==> src/rtl/seq_decoder.sv <==
// seq_decoder: registered binary-to-one-hot decoder with a valid/ready input
// handshake and an auto-scan mode that steps the active output through
// 0..limit, holding each output for DWELL cycles.
// Optional build macro: SEQ_DECODER_ACTIVE_LOW_EN drives out_onehot one-cold
// (all ones when idle/reset/error) for active-low LEDs.
//
// state | meaning
// IDLE  | no code held, output cleared, accepting
// HOLD  | last direct-decode result held, accepting
// SCAN  | stepping through 0..limit, not accepting
module seq_decoder #(
  parameter int IN_W  = 2,
  parameter int OUT_W = 3,
  parameter int DWELL = 4
) (
  input  logic             clk,
  input  logic             rst,
  input  logic             in_valid,
  output logic             in_ready,
  input  logic [IN_W-1:0]  in_code,
  input  logic             mode,
  output logic [OUT_W-1:0] out_onehot,
  output logic             out_valid,
  output logic             out_err
);

  localparam int              CW       = $clog2(DWELL + 1);
  localparam logic [CW-1:0]   CNT_LAST = CW'(DWELL - 1);
  localparam logic [IN_W-1:0] CODE_MAX = IN_W'(OUT_W - 1);
`ifdef SEQ_DECODER_ACTIVE_LOW_EN
  localparam logic [OUT_W-1:0] POL = '1;
`else
  localparam logic [OUT_W-1:0] POL = '0;
`endif

  typedef enum logic [1:0] {IDLE, HOLD, SCAN} state_t;

  state_t           state, state_n;
  logic [IN_W-1:0]  idx, idx_n, lim, lim_n, idx_step;
  logic [CW-1:0]    cnt, cnt_n;
  logic [OUT_W-1:0] hot_cur, hot_n;
  logic             valid_n, err_n, accept, code_ok;

  assign in_ready = (state != SCAN);
  assign accept   = in_valid & in_ready;
  assign code_ok  = ({1'b0, in_code} < (IN_W + 1)'(OUT_W));
  // The output register holds the polarity-adjusted value; undo it to reason in active-high terms.
  assign hot_cur  = out_onehot ^ POL;

  // State and output registers; rst wins over everything, including a running scan.
  always_ff @(posedge clk) begin
    if (rst) begin
      state      <= IDLE;
      idx        <= '0;
      lim        <= '0;
      cnt        <= '0;
      out_onehot <= POL;
      out_valid  <= 1'b0;
      out_err    <= 1'b0;
    end else begin
      state      <= state_n;
      idx        <= idx_n;
      lim        <= lim_n;
      cnt        <= cnt_n;
      out_onehot <= hot_n ^ POL;
      out_valid  <= valid_n;
      out_err    <= err_n;
    end
  end

  // Next-state, scan stepping and next output value.
  always_comb begin
    state_n  = state;
    idx_n    = idx;
    lim_n    = lim;
    cnt_n    = cnt;
    hot_n    = hot_cur;
    valid_n  = 1'b0;
    err_n    = 1'b0;
    idx_step = (idx == lim) ? '0 : idx + IN_W'(1);
    case (state)
      IDLE, HOLD: begin
        if (accept) begin
          valid_n = 1'b1;
          err_n   = ~code_ok;
          if (!mode) begin
            state_n = HOLD;
            hot_n   = code_ok ? (OUT_W'(1) << in_code) : '0;
          end else begin
            state_n = SCAN;
            lim_n   = code_ok ? in_code : CODE_MAX;
            idx_n   = '0;
            cnt_n   = '0;
            hot_n   = OUT_W'(1);
          end
        end
      end
      SCAN: begin
        if (cnt == CNT_LAST) begin
          cnt_n = '0;
          if (!mode) begin
            state_n = IDLE;
            idx_n   = '0;
            hot_n   = '0;
          end else begin
            idx_n = idx_step;
            hot_n = OUT_W'(1) << idx_step;
          end
        end else begin
          cnt_n = cnt + CW'(1);
        end
      end
      default: begin
        state_n = IDLE;
        hot_n   = '0;
      end
    endcase
  end

endmodule

==> config.mk <==
export PLATFORM = sky130hd
export DESIGN_NAME = seq_decoder
export DESIGN_NICKNAME = d
export VERILOG_FILES = /design/src/rtl/seq_decoder.sv
export SDC_FILE = /design/constraint.sdc
export NUM_CORES = 1
export LEC_CHECK = 0
export ABC_CLOCK_PERIOD_IN_PS = 1780
export CAP_MARGIN = 20
export CORE_UTILIZATION = 45
export DETAILED_ROUTE_END_ITERATION = 12
export GPL_ROUTABILITY_DRIVEN = 0
export HOLD_SLACK_MARGIN = 0.1
export PLACE_DENSITY = 0.65
export SLEW_MARGIN = 20
export SYNTH_ARGS = -nofsm -noshare
export SYNTH_HDL_FRONTEND = slang
export SYNTH_SLANG_ARGS = --single-unit
==> constraint.sdc <==
create_clock -name clk -period 1.78 [get_ports clk]
set_clock_uncertainty 0.05 [all_clocks]
set_input_delay 0.267 -clock clk [delete_from_list [all_inputs] [get_ports clk]]
set_output_delay 0.267 -clock clk [all_outputs]
set_load 0.02 [all_outputs]
==> results.sh <==
export IMPL_worstMarginPinSlew_ns=0.298
export IMPL_slew_violations=0
export IMPL_wl_met1_microns=712
export IMPL_antenna_found_initial=0
export IMPL_critPathKind="flop to primary output"
export IMPL_cts_hold_buffers=0
export IMPL_clock_sinks=14
export IMPL_insertion_delay_ns=0.28
export IMPL_synth_flop_cell="dfxtp_1"
export IMPL_track_usage_pct=19.1
export IMPL_fin_crit_sh_pct=93.8
export IMPL_worstPathRequired_ns=1.46
export IMPL_area_growth_pct=23.2
export IMPL_cts_max_level=1
export IMPL_layout_min_cycle_time_ns=1.67
export IMPL_first_pass_iters=4
export IMPL_overflow=0
export IMPL_worstPathMaxFanout=6
export IMPL_grt_start_max_net_pins=11
export IMPL_clock_path_buffers=2
export IMPL_die_h_microns=41.6
export IMPL_diodes=0
export IMPL_row_count=13
export IMPL_ctsResizeCount=1
export IMPL_die_w_microns=41.6
export IMPL_finalPower_mw=0.619
export IMPL_crit_arrival_ns=1.35
export IMPL_drtIter0Drc=4
export IMPL_relSlewSlack_pct=80.0
export IMPL_drive_above_1_share_pct=14.6
export IMPL_vias=629
export IMPL_place_inst=108
export IMPL_maxClockFrequency_mhz=599
export IMPL_grt_pass1_vias=618
export IMPL_vias_per_cell=5.67
export IMPL_critPathLaunchType="flop"
export IMPL_fill_cells=125
export IMPL_end_kind="primary output"
export IMPL_cts_buffers=3
export IMPL_routedWlPerCell_microns=13.6
export IMPL_ys_types=37
export IMPL_synth_fp_nets=88
export IMPL_synth_edf_count=0
export IMPL_synth_avg_cell_area_sq_um=8.71
export IMPL_initial_core_util_pct=51.0
export IMPL_cap_violations=0
export IMPL_cts_tree="yes"
export IMPL_ys_async_sr_fraction_pct=0
export IMPL_core_area_sq_um=1380
export IMPL_fin_nets=105
export IMPL_finalSetupTns_ns=0
export IMPL_rsz0062_at_grt="false"
export IMPL_synth_cells=81
export IMPL_hold_viol=0
export IMPL_ys_ff_latch=14
export IMPL_synth_warnings=0
export IMPL_grt_pass1_wl_microns=2530
export IMPL_layout_cells_non_filler=111
export IMPL_portBuffers=11
export IMPL_outcome="finished, final reports clean"
export IMPL_wl_met2_microns=719
export IMPL_power_density_nw_per_um2=711
export IMPL_drc=0
export IMPL_cts_clk_slew_worst_paths_ns=0.08
export IMPL_wl_met3_microns=47
export IMPL_synthesis_area_sq_um=706
export IMPL_max_vdd_ir_drop_v=0.000438
export IMPL_die_area_sq_um=1730
export IMPL_postCtsSetupBuffers=0
export IMPL_highest_layer="met4"
export IMPL_setup_viol=0
export IMPL_ant_nets=0
export IMPL_boundaryPins=12
export IMPL_holdCritPathClass="flop to flop"
export IMPL_synth_yosys_seq_area_share_pct=39.7
export IMPL_dp_hpwl_microns=1120
export IMPL_wl_microns=1510
export IMPL_cts_root_buf="clkbuf_4"
export IMPL_p_leak_nw=0.313
-- cells by family (layout without fill, tap and decap cells) --
kind of cell,after synthesis,after routing,share of synthesized area (%)
and+or+nand+nor,31,31,26.2
buffers and inverters,9,24,6.03
xor gates and xnor gates,1,1,1.24
DFF,14,14,39.7
adders and majority gates,1,1,1.77
AOI/OAI and AO/OA,23,23,22.0
muxes,2,2,3.01
-- synth_stat cells, types with 2 or more instances --
master	number	area [sq um]
dfxtp_1	14	280
nor2_1	9	33.8
a21oi_1	7	35.0
nand2b_1	5	31.3
inv_1	4	15.0
o21ai_0	4	20.0
nand3b_1	3	22.5
a21oi_2	2	17.5
a31oi_1	2	12.5
buf_4	2	15.0
nand2_1	2	7.51
nor3b_1	2	15.0
-- per-stage QoR --
step	utilization [%]	setup slack, ns	hold slack [ns]	cell area, sq um
6_report	62.9	0.110	0.445	870
5_1_grt	62.9	0.0705	0.472	870
4_1_cts	62.9	0.101	0.448	870
3_5_place_dp	61.4	0.0930	0.431	848
3_3_place_gp	61.4	0.113	0.420	848
2_1_floorplan	-	0.361	0.310	706
-- state kept, by name, indices dropped and copies added (netlist names) --
name / count
state: 2
lim: 2
cnt: 3
idx: 2
out_valid: 1
out_err: 1
out_onehot: 3
-- routing by layer --
metal | vias up | track usage [%]
met2 | 15 | 30.6
li1 | 320 | -
met5 | - | 0
met1 | 290 | 23.5
met3 | 4 | 3.48
met4 | 0 | 11.6
-- layout make-up --
cell class | count | area (sq um) | share of cell area, %
multi-input cells | 58 | 383 | 44.0
flip-flops and latches | 14 | 280 | 32.2
repair buffers | 16 | 146 | 16.8
clock buffers | 3 | 22.5 | 2.59
inverters | 5 | 18.8 | 2.16
well taps | 15 | 18.8 | 2.16
-- power breakdown --
part,total (mW),switching (mW),internal [mW]
registers,0.333,0.00813,0.325
clock network,0.178,0.0995,0.0785
logic,0.108,0.0556,0.0521
-- final timing paths --
check / from / to / slack (ns) / depth (start not counted)
min reg2reg: cnt[2]$_SDFFE_PP0P_ / cnt[2]$_SDFFE_PP0P_ / 0.45 / 2
max: state[0]$_SDFFE_PP0P_ / in_ready / 0.11 / 3
max reg2reg: cnt[0]$_SDFFE_PP0P_ / out_onehot[1]$_SDFFE_PP0P_ / 0.22 / 5
min: cnt[2]$_SDFFE_PP0P_ / cnt[2]$_SDFFE_PP0P_ / 0.45 / 2
-- worst max-delay path, stage by stage (launching register included) --
cell	delay [ns]
dfxtp_1	0.39
and2b_2	0.30
inv_2	0.07
dlygate4sd2_1	0.32
-- cells in the final DEF (no fill, tap or decap), types with 2 or more instances in the layout --
cell type / netlist / layout
nand2_1: 2 / 2
inv_1: 4 / 4
buf_4: 2 / 5
clkbuf_4: 0 / 3
a21oi_2: 2 / 2
nor3b_1: 2 / 2
a21oi_1: 7 / 7
nand2b_1: 5 / 5
a31oi_1: 2 / 2
clkdlybuf4s50_1: 0 / 10
nor2_1: 9 / 9
o21ai_0: 4 / 4
nand3b_1: 3 / 3
dfxtp_1: 14 / 14
(Power assumes the default switching activity.)
